`src/rtl/seq_detect_param_if.sv`:
```
// Serial pattern-detector bus: data/valid, runtime config and match status.
//   din, din_valid            serial bit and its qualifier
//   cfg_load, cfg_pattern,
//   cfg_overlap               one-cycle config strobe and new settings
//   cnt_clr                   synchronous clear of the match counter
//   dout, match_cnt, busy     match pulse, saturating count, partial-match flag
interface seq_detect_param_if #(
  parameter int unsigned PAT_LEN = 3,
  parameter int unsigned CNT_W   = 8
);
  logic               din;
  logic               din_valid;
  logic               cfg_load;
  logic [PAT_LEN-1:0] cfg_pattern;
  logic               cfg_overlap;
  logic               cnt_clr;
  logic               dout;
  logic [CNT_W-1:0]   match_cnt;
  logic               busy;

  modport master (
    output din, din_valid, cfg_load, cfg_pattern, cfg_overlap, cnt_clr,
    input  dout, match_cnt, busy
  );

  modport slave (
    input  din, din_valid, cfg_load, cfg_pattern, cfg_overlap, cnt_clr,
    output dout, match_cnt, busy
  );
endinterface

```
`src/rtl/seq_detect_param.sv`:
```
// Parametrised serial bit-pattern detector with registered Mealy match pulse.
//   clk      rising-edge clock
//   reset_n  asynchronous active-low reset
//   bus      slave side of seq_detect_param_if (data in, config, status out)
module seq_detect_param #(
  parameter int unsigned        PAT_LEN     = 3,
  parameter logic [PAT_LEN-1:0] RST_PATTERN = PAT_LEN'(3'b101),
  parameter bit                 RST_OVERLAP = 1'b1,
  parameter int unsigned        CNT_W       = 8
) (
  input  logic              clk,
  input  logic              reset_n,
  seq_detect_param_if.slave bus
);

  localparam int unsigned      HIST_W   = PAT_LEN - 1;
  localparam int unsigned      FILL_W   = $clog2(PAT_LEN);
  localparam logic [FILL_W-1:0] FILL_MAX = FILL_W'(PAT_LEN - 1);
  localparam logic [CNT_W-1:0]  CNT_MAX  = {CNT_W{1'b1}};

  logic [PAT_LEN-1:0] pattern_q, pattern_d;
  logic               overlap_q, overlap_d;
  logic [HIST_W-1:0]  hist_q, hist_d;
  logic [FILL_W-1:0]  fill_q, fill_d;
  logic               dout_q, dout_d;
  logic [CNT_W-1:0]   cnt_q, cnt_d;
  logic [PAT_LEN-1:0] cand;
  logic               hit;
  logic [HIST_W-1:0]  hist_mask;
  logic [PAT_LEN-1:0] pat_prefix;

  // State register
  always_ff @(posedge clk or negedge reset_n) begin
    if (!reset_n) begin
      pattern_q <= RST_PATTERN;
      overlap_q <= RST_OVERLAP;
      hist_q    <= '0;
      fill_q    <= '0;
      dout_q    <= 1'b0;
      cnt_q     <= '0;
    end else begin
      pattern_q <= pattern_d;
      overlap_q <= overlap_d;
      hist_q    <= hist_d;
      fill_q    <= fill_d;
      dout_q    <= dout_d;
      cnt_q     <= cnt_d;
    end
  end

  // Next-state: config load wins over data; clear-then-count on the counter
  always_comb begin
    pattern_d = pattern_q;
    overlap_d = overlap_q;
    hist_d    = hist_q;
    fill_d    = fill_q;
    dout_d    = 1'b0;
    cnt_d     = bus.cnt_clr ? '0 : cnt_q;
    cand      = {hist_q, bus.din};
    hit       = 1'b0;

    if (bus.cfg_load) begin
      pattern_d = bus.cfg_pattern;
      overlap_d = bus.cfg_overlap;
      hist_d    = '0;
      fill_d    = '0;
    end else if (bus.din_valid) begin
      hit = (fill_q == FILL_MAX) && (cand == pattern_q);
      if (hit) begin
        dout_d = 1'b1;
        if (cnt_d != CNT_MAX) cnt_d = cnt_d + CNT_W'(1);
        if (overlap_q) begin
          hist_d = cand[HIST_W-1:0];
        end else begin
          hist_d = '0;
          fill_d = '0;
        end
      end else begin
        hist_d = cand[HIST_W-1:0];
        if (fill_q != FILL_MAX) fill_d = fill_q + FILL_W'(1);
      end
    end
  end

  // Partial match: the fill newest bits of hist equal the first fill pattern bits
  always_comb begin
    hist_mask  = HIST_W'((64'd1 << fill_q) - 64'd1);
    pat_prefix = PAT_LEN'(pattern_q >> (PAT_LEN - 32'(fill_q)));
  end

  assign bus.busy      = (fill_q != '0) &&
                         ((hist_q & hist_mask) == HIST_W'(pat_prefix));
  assign bus.dout      = dout_q;
  assign bus.match_cnt = cnt_q;

endmodule

```
`src/flat_wrapper.sv`:
```
// flat-port wrapper written by rule: the top's interface ports become plain ports
module seq_detect_param_flat 
#(
  parameter int unsigned        PAT_LEN     = 3,
  parameter logic [PAT_LEN-1:0] RST_PATTERN = PAT_LEN'(3'b101),
  parameter bit                 RST_OVERLAP = 1'b1,
  parameter int unsigned        CNT_W       = 8
)
  (clk, reset_n, bus_din, bus_din_valid, bus_cfg_load, bus_cfg_pattern, bus_cfg_overlap, bus_cnt_clr, bus_dout, bus_match_cnt, bus_busy);
  seq_detect_param_if #(.PAT_LEN(PAT_LEN), .CNT_W(CNT_W)) bus_i ();
  input  logic clk;
  input  logic reset_n;
  input wire logic [$bits(bus_i.din)-1:0] bus_din;
  input wire logic [$bits(bus_i.din_valid)-1:0] bus_din_valid;
  input wire logic [$bits(bus_i.cfg_load)-1:0] bus_cfg_load;
  input wire logic [$bits(bus_i.cfg_pattern)-1:0] bus_cfg_pattern;
  input wire logic [$bits(bus_i.cfg_overlap)-1:0] bus_cfg_overlap;
  input wire logic [$bits(bus_i.cnt_clr)-1:0] bus_cnt_clr;
  output wire logic [$bits(bus_i.dout)-1:0] bus_dout;
  output wire logic [$bits(bus_i.match_cnt)-1:0] bus_match_cnt;
  output wire logic [$bits(bus_i.busy)-1:0] bus_busy;
  assign bus_i.din = bus_din;
  assign bus_i.din_valid = bus_din_valid;
  assign bus_i.cfg_load = bus_cfg_load;
  assign bus_i.cfg_pattern = bus_cfg_pattern;
  assign bus_i.cfg_overlap = bus_cfg_overlap;
  assign bus_i.cnt_clr = bus_cnt_clr;
  assign bus_dout = bus_i.dout;
  assign bus_match_cnt = bus_i.match_cnt;
  assign bus_busy = bus_i.busy;
  seq_detect_param #(.PAT_LEN(PAT_LEN), .RST_PATTERN(RST_PATTERN), .RST_OVERLAP(RST_OVERLAP), .CNT_W(CNT_W)) u_core (.clk(clk), .reset_n(reset_n), .bus(bus_i));
endmodule
```
`config.mk`:
```
export PLATFORM = sky130hd
export DESIGN_NAME = seq_detect_param_flat
export DESIGN_NICKNAME = d
export VERILOG_FILES = /design/src/rtl/seq_detect_param_if.sv /design/src/rtl/seq_detect_param.sv /design/src/flat_wrapper.sv
export SDC_FILE = /design/constraint.sdc
export NUM_CORES = 1
export LEC_CHECK = 0
export ABC_AREA = 1
export CORE_MARGIN = 2
export CORE_UTILIZATION = 47
export DETAILED_ROUTE_END_ITERATION = 10
export GPL_TIMING_DRIVEN = 0
export PLACE_DENSITY = 0.83
export SYNTH_ARGS = -nofsm -noshare
export SYNTH_HDL_FRONTEND = slang
export SYNTH_SLANG_ARGS = --single-unit
```
`constraint.sdc`:
```
create_clock -name clk -period 1.37 [get_ports clk]
set_clock_uncertainty 0.05 [all_clocks]
set_input_delay 0.137 -clock clk [delete_from_list [all_inputs] [get_ports clk]]
set_output_delay 0.137 -clock clk [all_outputs]
set_load 0.05 [all_outputs]
```
==> results of run 1 <==
-- state kept, by name (all words and copies together) (netlist names) --
register and flops:
u_core.overlap_q 1, u_core.hist_q 2, u_core.pattern_q 3, u_core.bus.dout 1, u_core.bus.match_cnt 8, u_core.fill_q 2
-- cells by family after synthesis --
| logic type | Yosys count | synth area share, % |
|---|---|---|
| and+or+nand+nor | 88 | 40.7 |
| buffers and inverters | 34 | 11.6 |
| AOI/OAI and AO/OA | 19 | 8.50 |
| DFF | 17 | 36.9 |
| xor gates and xnor gates | 3 | 2.26 |
-- cell usage after synthesis --
master / instances / area share, %
o21ai_0: 9 / 3.9
clkbuf_1: 1 / 0.32
nand4_4: 2 / 3.7
nand3b_1: 1 / 0.65
nand2_2: 4 / 2.2
nor2_2: 5 / 2.7
nor2_1: 18 / 5.8
or2_1: 1 / 0.54
nand4_1: 1 / 0.54
xor2_1: 2 / 1.5
nor2_4: 2 / 1.9
buf_6: 1 / 0.97
nand2_4: 1 / 0.97
a21oi_1: 2 / 0.86
inv_2: 6 / 1.9
xnor2_1: 1 / 0.75
nor4_2: 1 / 1.1
nand3_1: 10 / 4.3
nand2_1: 40 / 13
o2111ai_1: 1 / 0.75
dfstp_2: 3 / 6.8
inv_1: 26 / 8.4
dfrtp_1: 14 / 30
nor2_8: 2 / 3.4
o21ai_1: 7 / 3.0
-- worst max-delay path, delay by kind of cell, from the launching register on --
kind / cells / cell delay, ps
compound gates: 1 / 70
buf+inv: 4 / 350
flops: 1 / 560
simple gates: 5 / 710
-- repair_timing --
action,CTS,global route
pin swaps,8,6
buffers inserted,7,1
endpoints found under the setup margin,22,17
gates cloned,0,0
gates resized for setup,48,13
-- where the power goes --
group	leakage, nW	internal (mW)	total (mW)	switching, mW
Sequential	0.209	0.540	0.582	0.0418
Combinational	0.474	0.153	0.399	0.246
Clock	0.0177	0.109	0.288	0.179
-- per-layer routing --
metal  vias up  track usage [%]  share of wire [%]
li1        558                -                  -
met1       524             26.7                 44
met2        15             38.6                 52
met3         8             2.50                1.7
met4         0             7.26                2.1
met5         -                0                  0
-- metrics by stage --
stage          setup WS, ps  hold WS [ps]  cell area (µm²)  utilization, %
2_1_floorplan         -45.7          -209             1170               -
3_3_place_gp           -740           417             1390            57.8
3_5_place_dp           -801           426             1390            57.8
4_1_cts                -473           127             1540            64.0
5_1_grt                -612           143             1580            65.5
6_report               -470           124             1580            65.5
-- path summary, 6_finish.rpt --
kind                                           from                      end  depth (start not counted)
worst max-delay path            u_core.pattern_q[0]         u_core.hist_q[1]                         10
worst min-delay path                    bus_cnt_clr  u_core.bus.match_cnt[1]                          4
worst max register to register  u_core.pattern_q[0]         u_core.hist_q[1]                         10
worst min register to register     u_core.overlap_q         u_core.overlap_q                          2
max in group asynchronous                   reset_n  u_core.bus.match_cnt[4]                          1
min in group asynchronous                   reset_n  u_core.bus.match_cnt[6]                          1
-- final cells by class --
class | count | area (µm²)
timing repair buffer | 26 | 265
tap | 30 | 37.5
sequential | 17 | 439
multi-input combinational | 110 | 669
fill | 193 | 832
clock buffer | 3 | 22.5
clock inverter | 1 | 5.00
buffer | 2 | 15.0
inverter | 32 | 124
==> metrics.yaml, run 1 <==
outcome:
  status: "complete, but fails checks"
  violations: "negative setup slack"
pwr:
  leakage_nw: 0.700
  powerDensity_nw_per_um2: 804
  power_mw: 1.27
  ir_drop_uv: 717
setup_path:
  r2r_setup_slack_ps: -470
  crit_fanout: 6
  critPathLaunchType: "register"
  crit_arrival_ps: 1990
  path_cells: "inv_2 -> buf_4 -> buf_6 -> nand2_2 -> nand2_2 -> inv_2 -> nand4_4 -> or2_1 -> nand3_1 -> o21ai_1"
  crit_required_ps: 1520
  cpMaxStageDelayCell: "dfstp_2"
  cp-end-kind: "register"
  cp_slowest_stage_delay_ps: 560
  worst-setup-path-type: "register to register"
detailed_routing:
  drcViolationCount: 0
  drt_wl_total_mm: 2.76
  ant_nets: 0
  viasPerCell: 5.00
  firstDrtPassIters: 4
  vias: 1105
  drt_iter0_drc: 12
  wl_per_cell_um: 12.5
die:
  die_area_um2: 2890
  die_y_um: 53.7
  start_util_pct: 48.2
  core_area_um2: 2410
  ios: 20
  rows: 18
  dieWidth_um: 53.7
final_layout:
  diodes: 0
  synthToLayoutAreaGrowth_pct: 35.7
  mostFrequentLayoutCell: "nand2_1"
  mostFrequentLayoutCells: "35 x nand2_1, 23 x inv_1, 16 x nor2_1"
  stdcell_count: 221
  final_nets: 202
  drive_gt1_share_pct: 38.2
global_route:
  grt_pass1_wl_mm: 4.56
  grt_util_all_layers_pct: 21.6
  grt_max_degree: 18
  antenna_found_initial: 0
  gr-total-overflow: 0
  first_global_vias: 1082
synth:
  syn_nets: 171
  synth_cells: 161
  yosysSeqAreaShare_pct: 36.9
  synth_area_um2: 1160
  syn_avg_cell_area_um2: 7.22
  yosys_warnings: 0
  ys_ff_latch: 17
  ys_types: 25
timing:
  layout_setup_ws_ps: -470
  rsz0062_at_grt: "true"
  tightest_slew_ps: 771
  slew_headroom_pct: 48.5
  fin_crit_sh_pct: 134
  slew_violations: 0
  finalSetupViolations: 14
  layout_min_cycle_time_ps: 1840
  final_hold_viol_count: 0
  max_freq_mhz: 543
  finalSetupTns_ps: -5610
clocking:
  cts_made_buffers: 3
  cts_tree: "built"
  clk_pin_slew_worst_paths_ps: 110
  clockBufferDepth: 2
  clk_latency_ps: 300
  postCtsHoldBufs: 0
  cts-root-buf: "clkbuf_4"
  clock_sinks: 17
  htree_levels: 1
placement:
  post-dp-hpwl_mm: 1.94
  gp_routability_congestion: 0.899
  dpl.cell_count: 209
  port_buffers: 18
run:
  max_cap_violations: 0
worst_hold_path:
  hp-class: "primary input to register"
Power figures use the tool's default switching activity.
==> inputs of run 2 (changes only) <==
--- a/config.mk
+++ b/config.mk
@@ -6,6 +6,7 @@
 export NUM_CORES = 1
 export LEC_CHECK = 0
 export ABC_AREA = 1
+export ABC_CLOCK_PERIOD_IN_PS = 1370
 export CORE_MARGIN = 2
 export CORE_UTILIZATION = 47
 export DETAILED_ROUTE_END_ITERATION = 10
==> results of run 2 <==
The final DEF is identical to that of run 1; final timing and power are the same.
==> inputs of run 3 (changes only) <==
--- a/config.mk
+++ b/config.mk
@@ -9,6 +9,7 @@
 export ABC_CLOCK_PERIOD_IN_PS = 1370
 export CORE_MARGIN = 2
 export CORE_UTILIZATION = 47
+export CTS_CLUSTER_SIZE = 10
 export DETAILED_ROUTE_END_ITERATION = 10
 export GPL_TIMING_DRIVEN = 0
 export PLACE_DENSITY = 0.83
==> results of run 3 <==
The final DEF is identical to that of run 1; final timing and power are the same.
